===== src/rtl/ps2_key_event.sv =====
// ps2_key_event
//   Turns the PS/2 scan-byte stream into complete key events {ext, brk, code}.
//   It resolves the E0/F0 prefixes, drops error bytes (00, FF, E1), and
//   abandons a pending prefix after TIMEOUT_CYC idle cycles. Decoded events
//   are buffered in a first-word-fall-through FIFO with a valid/ready handshake.
//
//   Optional feature macro: PS2_TYPEMATIC_FILTER_EN
//     When defined, a make event that repeats the currently held key is dropped.
//     A break event is always emitted.
//
// Parameters
//   FIFO_DEPTH   event FIFO entries (power of two, >= 2)
//   TIMEOUT_CYC  idle cycles after which a pending prefix is abandoned
//
// Ports
//   clk             system clock, rising edge
//   reset           asynchronous active-low reset
//   scan_done_tick  one-cycle strobe, scan_out valid
//   scan_out        received scan byte
//   ev_valid        FIFO non-empty, head event presented
//   ev_ready        consumer accepts the head event
//   ev_code         head event key code
//   ev_break        head event is a release
//   ev_ext          head event is extended
//   ev_count        FIFO occupancy, 0..FIFO_DEPTH
//   overflow        sticky: an event was lost to a full FIFO
//
// Prefix FSM
//   state   | meaning
//   IDLE    | no prefix pending
//   EXT     | E0 seen
//   BRK     | F0 seen
//   EXT_BRK | both E0 and F0 seen
module ps2_key_event #(
    parameter int FIFO_DEPTH  = 4,
    parameter int TIMEOUT_CYC = 50000
) (
    input  logic                          clk,
    input  logic                          reset,
    input  logic                          scan_done_tick,
    input  logic [7:0]                    scan_out,
    output logic                          ev_valid,
    input  logic                          ev_ready,
    output logic [7:0]                    ev_code,
    output logic                          ev_break,
    output logic                          ev_ext,
    output logic [$clog2(FIFO_DEPTH):0]   ev_count,
    output logic                          overflow
);

    localparam int AW = $clog2(FIFO_DEPTH);
    localparam int TW = $clog2(TIMEOUT_CYC + 1);
    localparam logic [TW-1:0] TMO_LAST = TW'(TIMEOUT_CYC - 1);
    localparam logic [AW:0]   DEPTH    = (AW + 1)'(FIFO_DEPTH);

    typedef enum logic [1:0] {
        IDLE    = 2'd0,
        EXT     = 2'd1,
        BRK     = 2'd2,
        EXT_BRK = 2'd3
    } state_t;

    state_t        r_state;
    state_t        w_state_nxt;
    logic [TW-1:0] r_tmo_cnt;
    logic          w_tmo_hit;
    logic          w_err_byte;
    logic          w_emit_raw;
    logic          w_emit;
    logic [9:0]    w_ev_data;

    assign w_err_byte = (scan_out == 8'h00) || (scan_out == 8'hFF) || (scan_out == 8'hE1);

    // A strobe in the firing cycle wins over the timeout.
    assign w_tmo_hit = (r_state != IDLE) && (r_tmo_cnt == TMO_LAST) && !scan_done_tick;

    assign w_ev_data = {(r_state == EXT) || (r_state == EXT_BRK),
                        (r_state == BRK) || (r_state == EXT_BRK),
                        scan_out};

    always_ff @(posedge clk or negedge reset) begin
        if (!reset) begin
            r_state <= IDLE;
        end else begin
            r_state <= w_state_nxt;
        end
    end

    always_comb begin
        w_state_nxt = r_state;
        w_emit_raw  = 1'b0;
        if (scan_done_tick) begin
            if (scan_out == 8'hE0) begin
                case (r_state)
                    IDLE:    w_state_nxt = EXT;
                    BRK:     w_state_nxt = EXT_BRK;
                    default: w_state_nxt = r_state;
                endcase
            end else if (scan_out == 8'hF0) begin
                case (r_state)
                    IDLE:    w_state_nxt = BRK;
                    EXT:     w_state_nxt = EXT_BRK;
                    default: w_state_nxt = r_state;
                endcase
            end else if (w_err_byte) begin
                w_state_nxt = IDLE;
            end else begin
                w_emit_raw  = 1'b1;
                w_state_nxt = IDLE;
            end
        end else if (w_tmo_hit) begin
            w_state_nxt = IDLE;
        end
    end

    // Counts idle cycles since the last strobe while a prefix is pending.
    // TW holds TIMEOUT_CYC, so the increment cannot wrap before the hit.
    always_ff @(posedge clk or negedge reset) begin
        if (!reset) begin
            r_tmo_cnt <= '0;
        end else if (scan_done_tick || (r_state == IDLE)) begin
            r_tmo_cnt <= '0;
        end else begin
            r_tmo_cnt <= r_tmo_cnt + 1'b1;
        end
    end

`ifdef PS2_TYPEMATIC_FILTER_EN
    logic       r_held;
    logic [8:0] r_held_key;
    logic       w_key_match;

    assign w_key_match = r_held && (r_held_key == {w_ev_data[9], w_ev_data[7:0]});
    assign w_emit      = w_emit_raw && !(w_key_match && !w_ev_data[8]);

    always_ff @(posedge clk or negedge reset) begin
        if (!reset) begin
            r_held     <= 1'b0;
            r_held_key <= '0;
        end else if (w_emit_raw) begin
            if (!w_ev_data[8]) begin
                r_held     <= 1'b1;
                r_held_key <= {w_ev_data[9], w_ev_data[7:0]};
            end else if (w_key_match) begin
                r_held <= 1'b0;
            end
        end
    end
`else
    assign w_emit = w_emit_raw;
`endif

    // Event FIFO. Pointers carry one extra bit so full and empty are distinct.
    logic [9:0]  r_mem [FIFO_DEPTH];
    logic [AW:0] r_wptr;
    logic [AW:0] r_rptr;
    logic        r_overflow;
    logic        w_full;
    logic        w_pop;
    logic        w_push;

    assign ev_count = r_wptr - r_rptr;
    assign ev_valid = (ev_count != '0);
    assign w_full   = (ev_count == DEPTH);
    assign w_pop    = ev_valid && ev_ready;
    // When full, a simultaneous pop frees the slot being written.
    assign w_push   = w_emit && (!w_full || w_pop);
    assign overflow = r_overflow;

    assign {ev_ext, ev_break, ev_code} = r_mem[r_rptr[AW-1:0]];

    always_ff @(posedge clk or negedge reset) begin
        if (!reset) begin
            for (int i = 0; i < FIFO_DEPTH; i++) begin
                r_mem[i] <= '0;
            end
            r_wptr     <= '0;
            r_rptr     <= '0;
            r_overflow <= 1'b0;
        end else begin
            if (w_push) begin
                r_mem[r_wptr[AW-1:0]] <= w_ev_data;
                r_wptr                <= r_wptr + 1'b1;
            end
            if (w_pop) begin
                r_rptr <= r_rptr + 1'b1;
            end
            if (w_emit && w_full && !w_pop) begin
                r_overflow <= 1'b1;
            end
        end
    end

endmodule


===== config.mk =====
export PLATFORM = sky130hd
export DESIGN_NAME = ps2_key_event
export DESIGN_NICKNAME = d
export VERILOG_FILES = /design/src/rtl/ps2_key_event.sv
export SDC_FILE = /design/constraint.sdc
export NUM_CORES = 1
export LEC_CHECK = 0
export BUFFER_PORTS_ARGS = -buffer_cell sky130_fd_sc_hd__buf_2
export CAP_MARGIN = 5
export CELL_PAD_IN_SITES_DETAIL_PLACEMENT = 1
export CELL_PAD_IN_SITES_GLOBAL_PLACEMENT = 1
export CORE_MARGIN = 3
export CORE_UTILIZATION = 44
export CTS_CLUSTER_DIAMETER = 40
export DETAILED_ROUTE_END_ITERATION = 16
export PLACE_DENSITY = 0.82
export SYNTH_ARGS = -nofsm -noshare
export SYNTH_HDL_FRONTEND = slang
export SYNTH_SLANG_ARGS = --single-unit

===== constraint.sdc =====
create_clock -name clk -period 2.38 [get_ports clk]
set_input_delay 0.476 -clock clk [delete_from_list [all_inputs] [get_ports clk]]
set_output_delay 0.476 -clock clk [all_outputs]
set_load 0.01 [all_outputs]

==> insert_results.sql, run 1 <==
INSERT INTO impl_metrics (metric_group, metric, value, unit) VALUES
('setup_path', 'crit_type', 'reg2out', ''),
('synth', 'synth_cell_types', '38', ''),
('synth', 'ys_warn_count', '0', ''),
('final_layout', 'post-route-cell-area', '3860', 'um2'),
('sta', 'grt_setup_unrepaired', 'true', ''),
('pwr', 'p_per_area', '1350', 'nW/um2'),
('placement', 'half_perimeter_wire_length_after_detailed_placement', '4860', 'um'),
('run_status', 'status', 'finished, violations left', ''),
('sta', 'max_clock_freq', '0.419', 'GHz'),
('drt', 'detailedRoute.firstIterationViolations', '112', ''),
('grt', 'grt_first_pass_wirelength', '11600', 'um'),
('drt', 'avgViaCountPerCell', '5.48', ''),
('synth', 'yosysTopAreaCell', 'dfrtp_1', ''),
('pwr', 'clockPowerShare', '16.4', '%'),
('synth', 'synthSimpleGateAreaFrac', '11.7', '%'),
('clocking', 'clk_latency', '0.35', 'ns'),
('synth', 'synth_xor_xnor_area_share', '4.85', '%'),
('flow_run', 'drv.max_cap_violation_count', '0', ''),
('clocking', 'cts_root_buf', 'clkbuf_8', ''),
('sta', 'clock-skew-final', '0.0136', 'ns'),
('synth', 'synth_edf_count', '0', ''),
('drt', 'highest-signal-layer', 'met4', ''),
('synth', 'post_synth_mux_area_share', '23.1', '%'),
('pwr', 'p_total', '5210', 'uW'),
('final_layout', 'total_area_of_multi_input_combinational_cells', '1560', 'um2'),
('clocking', 'clock_tree_from_tritoncts', 'done', ''),
('final_layout', 'area.growth.synth_to_final', '21.7', '%'),
('synth', 'postSynth.asyncResetShare', '100', '%'),
('pwr', 'power.share.combinational', '49.8', '%'),
('final_layout', 'fillers', '714', ''),
('synth', 'yosys.cell_count.top_type', 'dfrtp_1', ''),
('placement', 'pre_cts_slack', '-0.000218', 'ns'),
('sta', 'final.min_clock_period', '2.39', 'ns'),
('synth', 'synth_area', '3170', 'um2'),
('clocking', 'cts-htree-levels', '3', ''),
('sta', 'setup_viol_count_final', '1', ''),
('floorplanning', 'placement_rows', '30', ''),
('drt', 'drc', '0', ''),
('setup_path', 'critPathArrivalTime', '1.91', 'ns'),
('grt', 'grt_antenna_before_repair', '0', ''),
('synth', 'synthTopCellsByArea', 'dfrtp_1 51%, mux2_2 11%, mux4_2 7.1%', ''),
('placement', 'gp_congestion', '0.793', ''),
('sta', 'final.period_utilization', '100', '%'),
('final_layout', 'layout.area.seq', '1630', 'um2'),
('floorplanning', 'effective_utilization_at_floorplan', '45.9', '%'),
('placement', 'portBuffers', '26', ''),
('floorplanning', 'fp.dieW', '90.9', 'um'),
('synth', 'synth_compound_area_share', '3.67', '%'),
('sta', 'hold_viol_final', '0', ''),
('synth', 'netlist_top_cells_count', '65 x dfrtp_1, 31 x mux2_2, 14 x nor2_1', ''),
('synth', 'yosysTopAreaCellShare', '51.3', '%'),
('final_layout', 'antenna_cells', '0', ''),
('sta', 'fin_ws', '-0.00637', 'ns'),
('sta', 'worstMarginPinSlew', '0.431', 'ns'),
('drt', 'totalWireLength', '7600', 'um'),
('final_layout', 'finish.net_count', '302', ''),
('placement', 'dpl_cell_area', '3560', 'um2'),
('sta', 'final_max_slew_viol_count', '0', ''),
('drt', 'drt-pass1-iter-count', '4', ''),
('run_status', 'violations', 'negative setup slack', ''),
('setup_path', 'worstPathMaxFanout', '6', ''),
('drt', 'routed-wl-met2', '4200', 'um'),
('pwr', 'internal_power', '3360', 'uW'),
('pwr', 'vdd.ir_drop.worst', '449', 'uV'),
('pwr', 'leakagePower', '0.00162', 'uW'),
('pwr', 'power.share.switching', '35.5', '%'),
('grt', 'global_route.overflow_total', '0', ''),
('pwr', 'switchingPower', '1850', 'uW'),
('synth', 'synthFlopType', 'dfrtp_1', ''),
('synth', 'synth_seq_cells', '65', ''),
('synth', 'fraction_of_the_mapped_netlist_area_in_adder_cells', '3.39', '%');
sequential cells by signal, indices dropped and copies added (netlist names):
| name | flops |
|---|---|
| overflow | 1 |
| r_mem | 40 |
| r_rptr | 3 |
| r_state | 2 |
| r_tmo_cnt | 16 |
| r_wptr | 3 |
repair_timing:
action,CTS,global route
endpoints found under the setup margin,7,43
setup buffers,2,2
resized for setup,8,21
pin swaps,0,5
cell type report:
cell class                 count  area share (%)
clock inverter                 7            1.39
tap                           96            3.11
timing repair buffer          43            8.59
sequential                    65            42.1
clock buffer                   9            3.21
multi-input combinational    152            40.5
inverter                      11            1.07
power groups by stage:
stage | registers [uW] | clock network, uW | logic (uW)
floorplan | 1680 | 0 | 1430
global placement | 1720 | 0 | 2070
detailed placement | 1760 | 0 | 2170
CTS | 1750 | 885 | 2330
global route | 1800 | 930 | 2790
finish | 1770 | 853 | 2590
through the flow:
step                      cells  hold WS [ns]    TNS, ns
after floorplan             232         0.180     -0.335
final                       383         0.133   -0.00637
after detailed placement    363         0.460  -0.000218
after global placement      363         0.459          0
after global routing        383         0.140     -0.931
after CTS                   381         0.126          0
placed cells by master, fill, tap and decap left out, types with 2 or more instances in the layout:
master      count
dfrtp_1        65
buf_2          24
mux2_2         22
mux2_4         19
nor2_1         14
xnor2_1        13
mux4_2         10
buf_4          10
clkbuf_8        9
inv_1           8
nand3_1         6
nor4_1          6
a21oi_1         6
ha_1            6
nand4_1         5
o21ai_0         5
or3_1           5
buf_6           5
nand2_1         4
nor4_4          4
buf_12          4
nor3_1          3
o21ai_1         3
clkinvlp_4      3
inv_2           2
xor2_1          2
nand3b_1        2
inv_6           2
path summary, 6_finish.rpt:
path                                     end            from  slack [ns]  depth (start not counted)
worst max-delay path                ev_valid       r_rptr[0]      -0.006                          6
worst min-delay path               r_mem[23]           reset        0.13                          2
worst max register to register     r_wptr[1]       r_rptr[0]        0.01                          6
worst min register to register      overflow        overflow        0.49                          2
max in group asynchronous       r_tmo_cnt[9]           reset        1.97                          2
min in group clk                  r_state[1]  scan_done_tick        0.42                          3
metal layers:
metal | vias up | global-route usage (%)
li1 | 949 | -
met2 | 36 | 31.3
met1 | 1097 | 21.2
met4 | 0 | 6.91
met3 | 15 | 5.17
met5 | - | 0
kinds of logic after synthesis:
kind of cell,count (synthesis)
AO/OA/AOI/OAI,19
XOR/XNOR,16
adder cells (fa/ha/maj),8
buffers and inverters,15
flip-flops,65
multiplexers,52
AND/OR/NAND/NOR,57
critical path, cell delays in order, from the launching register on:
cell     delay [ns]
dfrtp_1        0.42
ha_4           0.18
fa_2           0.34
xnor3_2        0.30
buf_6          0.13
nand3_4        0.07
buf_6          0.12
No activity file was read; power rests on OpenSTA's default activity.
==> run 2: changes to the inputs <==
--- a/config.mk
+++ b/config.mk
@@ -5,15 +5,16 @@
 export SDC_FILE = /design/constraint.sdc
 export NUM_CORES = 1
 export LEC_CHECK = 0
+export ABC_AREA = 1
 export BUFFER_PORTS_ARGS = -buffer_cell sky130_fd_sc_hd__buf_2
 export CAP_MARGIN = 5
 export CELL_PAD_IN_SITES_DETAIL_PLACEMENT = 1
 export CELL_PAD_IN_SITES_GLOBAL_PLACEMENT = 1
 export CORE_MARGIN = 3
-export CORE_UTILIZATION = 44
+export CORE_UTILIZATION = 45
 export CTS_CLUSTER_DIAMETER = 40
 export DETAILED_ROUTE_END_ITERATION = 16
-export PLACE_DENSITY = 0.82
+export PLACE_DENSITY = 0.87
 export SYNTH_ARGS = -nofsm -noshare
 export SYNTH_HDL_FRONTEND = slang
 export SYNTH_SLANG_ARGS = --single-unit
==> constraint.sdc (replaced) <==
create_clock -name clk -period 2.5 [get_ports clk]
set_input_delay 0.5 -clock clk [delete_from_list [all_inputs] [get_ports clk]]
set_output_delay 0.5 -clock clk [all_outputs]
set_load 0.01 [all_outputs]
==> insert_results.sql, run 2 <==
INSERT INTO impl_metrics (metric_group, metric, value, unit) VALUES
('setup_path', 'cp_data_required_time', '2.00', 'ns'),
('placement', 'gp_congestion', '0.828', ''),
('final_layout', 'number_of_standard_cells_in_the_layout_taps_in_and_fillers_out', '574', ''),
('synth', 'synth_seq_cells', '65', ''),
('setup_path', 'cpMaxStageDelayCell', 'dfrtp_1', ''),
('drt', 'detailedRoute.firstIterationViolations', '148', ''),
('clocking', 'cts_root_buf', 'clkbuf_8', ''),
('drt', 'avgViaCountPerCell', '5.62', ''),
('final_layout', 'fillers', '936', ''),
('drt', 'ant_nets', '0', ''),
('grt', 'number_of_global_route_vias_before_repair', '3389', ''),
('drt', 'totalWireLength', '9850', 'um'),
('run_status', 'status', 'complete, no violations', ''),
('synth', 'synth.avg_cell_area', '7.88', 'um2'),
('pwr', 'vdd.ir_drop.worst', '418', 'uV'),
('final_layout', 'post-route-util', '53.6', '%'),
('setup_path', 'critPathLaunchType', 'register', ''),
('final_layout', 'biggestRegsByFlops', 'r_mem (40), r_tmo_cnt (16)', ''),
('floorplanning', 'fp.dieArea', '8910', 'um2'),
('synth', 'synthTopCellsByArea', 'dfrtp_1 46%, nand2_1 14%, nand4_1 7.8%', ''),
('synth', 'synth_area', '3510', 'um2'),
('setup_path', 'crit_type', 'reg2out', ''),
('final_layout', 'area.growth.synth_to_final', '12.9', '%'),
('final_layout', 'finish.net_count', '491', ''),
('setup_path', 'worst-path-buf-inv', '2', ''),
('placement', 'pre_cts_slack', '0.166', 'ns'),
('sta', 'fin_tns_setup', '0', 'ns'),
('sta', 'clock-skew-final', '0.00801', 'ns'),
('floorplanning', 'fp.dieW', '94.4', 'um'),
('sta', 'final.min_clock_period', '2.43', 'ns'),
('synth', 'yosys.cell_count.top_type', 'nand2_1', ''),
('floorplanning', 'chipHeight', '94.4', 'um'),
('synth', 'yosysTopAreaCellShare', '46.3', '%'),
('synth', 'syn-instance-count', '446', ''),
('setup_path', 'timing.critical_path.to_type', 'primary output', ''),
('clocking', 'clock_sink_count', '65', ''),
('final_layout', 'layout_cell_share_with_drive_strength_beyond_1', '15.6', '%'),
('synth', 'postSynth.asyncResetShare', '100', '%'),
('final_layout', 'antenna_cells', '0', ''),
('setup_path', 'critPathArrivalTime', '1.93', 'ns'),
('drt', 'drt-pass1-iter-count', '4', ''),
('sta', 'final_max_slew_viol_count', '0', ''),
('clocking', 'cts_buffer_depth', '2', ''),
('synth', 'ys_seq_area_share', '46.3', '%'),
('flow_run', 'drv.max_cap_violation_count', '0', ''),
('sta', 'setup_viol_count_final', '0', ''),
('clocking', 'clock_tree_from_tritoncts', 'done', ''),
('sta', 'slew-limit-headroom', '61.3', '%'),
('pwr', 'leakagePower', '0.00199', 'uW'),
('final_layout', 'layout.cells.most_common', 'nand2_1', ''),
('grt', 'grt_antenna_before_repair', '0', ''),
('synth', 'ys_warn_count', '0', ''),
('setup_path', 'critical_path.top_delay_family', 'adder cells', ''),
('clocking', 'cts-htree-levels', '3', ''),
('drt', 'drc', '0', ''),
('floorplanning', 'effective_utilization_at_floorplan', '47.4', '%'),
('drt', 'wire_per_inst', '17.2', 'um'),
('clocking', 'cts_made_buffers', '9', ''),
('synth', 'netlist_top_cells_count', '130 x nand2_1, 65 x dfrtp_1, 51 x nor2_1', ''),
('synth', 'syn-num-nets', '466', ''),
('worst_hold_path', 'worst_hold_path_type', 'in2async', ''),
('setup_path', 'worst_path_largest_cell_delay', '0.39', 'ns'),
('floorplanning', 'boundaryPins', '27', ''),
('clocking', 'clk_latency', '0.34', 'ns'),
('final_layout', 'top_library_cells_by_usage_in_the_layout_fill_and_taps_aside', '128 x nand2_1, 65 x dfrtp_1, 51 x nor2_1', ''),
('placement', 'dp_cells', '556', ''),
('setup_path', 'worstPathMaxFanout', '3', ''),
('clocking', 'postCtsHoldBufs', '0', ''),
('sta', 'worstMarginPinSlew', '0.581', 'ns'),
('sta', 'max_clock_freq', '0.411', 'GHz'),
('synth', 'synth_cell_types', '26', ''),
('floorplanning', 'placement_rows', '31', ''),
('sta', 'final.period_utilization', '97.3', '%'),
('setup_path', 'crit_path_cell_trace', 'inv_2 -> ha_2 -> fa_2 -> nand2_1 -> nand3_1 -> nand2_2 -> nand3_4 -> buf_6', ''),
('grt', 'track_usage', '24.1', '%'),
('pwr', 'p_per_area', '1160', 'nW/um2'),
('sta', 'hold_viol_final', '0', ''),
('synth', 'synth_edf_count', '0', ''),
('final_layout', 'largest_register_by_flop_count', 'r_mem', ''),
('grt', 'grt_first_pass_wirelength', '16500', 'um'),
('synth', 'synthFlopType', 'dfrtp_1', ''),
('floorplanning', 'core_region_area', '7410', 'um2'),
('clocking', 'clkSlewWorstSetupHoldPaths', '0.07', 'ns'),
('grt', 'global_route.overflow_total', '0', ''),
('drt', 'via_count_of_the_routed_design', '3228', ''),
('grt', 'grt_start_max_net_pins', '43', ''),
('sta', 'fin_ws', '0.0686', 'ns'),
('synth', 'yosysTopAreaCell', 'dfrtp_1', ''),
('placement', 'portBuffers', '26', ''),
('placement', 'half_perimeter_wire_length_after_detailed_placement', '6710', 'um'),
('final_layout', 'largest_register_ffs', '40', '');
## run 2: cell types whose count changed in the layout (fill, tap and decap cells not counted), sizes merged, moves of 10 or more
cell,previous run,this run
nand2,4,133
inv,12,33
xnor2,13,1
nand4,5,48
mux4,10,0
nor2,14,58
nor4,10,0
o21ai,9,28
o22ai,0,10
mux2,42,0
## run 2: power breakdown
part / internal, uW / switching, uW / leakage [uW] / total, uW
registers: 1350 / 173 / 0.000846 / 1520
logic: 770 / 1390 / 0.00104 / 2160
clock network: 507 / 395 / 0.000102 / 901
## run 2: metrics by stage
stage / hold slack [ns] / cell area, um2 / power, uW
after floorplan: 0.204 / 3510 / 2810
after global placement: 0.446 / 3720 / 3450
after detailed placement: 0.457 / 3720 / 3540
after CTS: 0.165 / 3950 / 4560
after global routing: 0.179 / 3970 / 4920
final: 0.153 / 3970 / 4580
## run 2: final cells by class
class | instances | area [um2] | area share (%)
Multi-Input combinational cell | 324 | 1650 | 41.5
Sequential cell | 65 | 1630 | 41.0
Timing Repair Buffer | 38 | 251 | 6.34
Clock buffer | 12 | 155 | 3.91
Inverter | 33 | 124 | 3.12
Tap cell | 99 | 124 | 3.12
Clock inverter | 3 | 40.0 | 1.01
## run 2: cells by family (layout without fill, tap and decap cells)
kind of cell               Yosys count  count (layout)  synth area share [%]
AOI/OAI and AO/OA                   52              52                  8.01
xor gates and xnor gates             5               5                  1.25
adders and majority gates            8               8                  3.06
buffers and inverters               57              86                  7.65
DFF                                 65              65                  46.3
and+or+nand+nor                    259             259                  33.7
## run 2: path summary, 6_finish.rpt
| kind | cells after the start | slack [ns] | to | from |
|---|---|---|---|---|
| min reg2reg | 1 | 0.46 | r_tmo_cnt[0] | r_tmo_cnt[0] |
| max in group asynchronous | 2 | 1.71 | r_mem[25] | reset |
| min in group clk | 1 | 0.46 | r_tmo_cnt[0] | r_tmo_cnt[0] |
| min | 1 | 0.15 | r_rptr[2] | reset |
| max reg2reg | 9 | 0.23 | r_mem[24] | r_wptr[0] |
| max | 8 | 0.07 | ev_valid | r_wptr[0] |
## run 2: per-layer routing
metal,vias to the layer above,share of wire [%],GRT usage (%)
met5,-,0,0
met1,1608,43,30.2
li1,1530,-,-
met3,13,5.0,3.82
met2,77,50,41.4
met4,0,1.6,9.87
## run 2: timing repair
item	in CTS	in global routing
setup endpoints to repair	2	2
buffers inserted	1	2
resized for setup	8	1
pin swaps	2	3
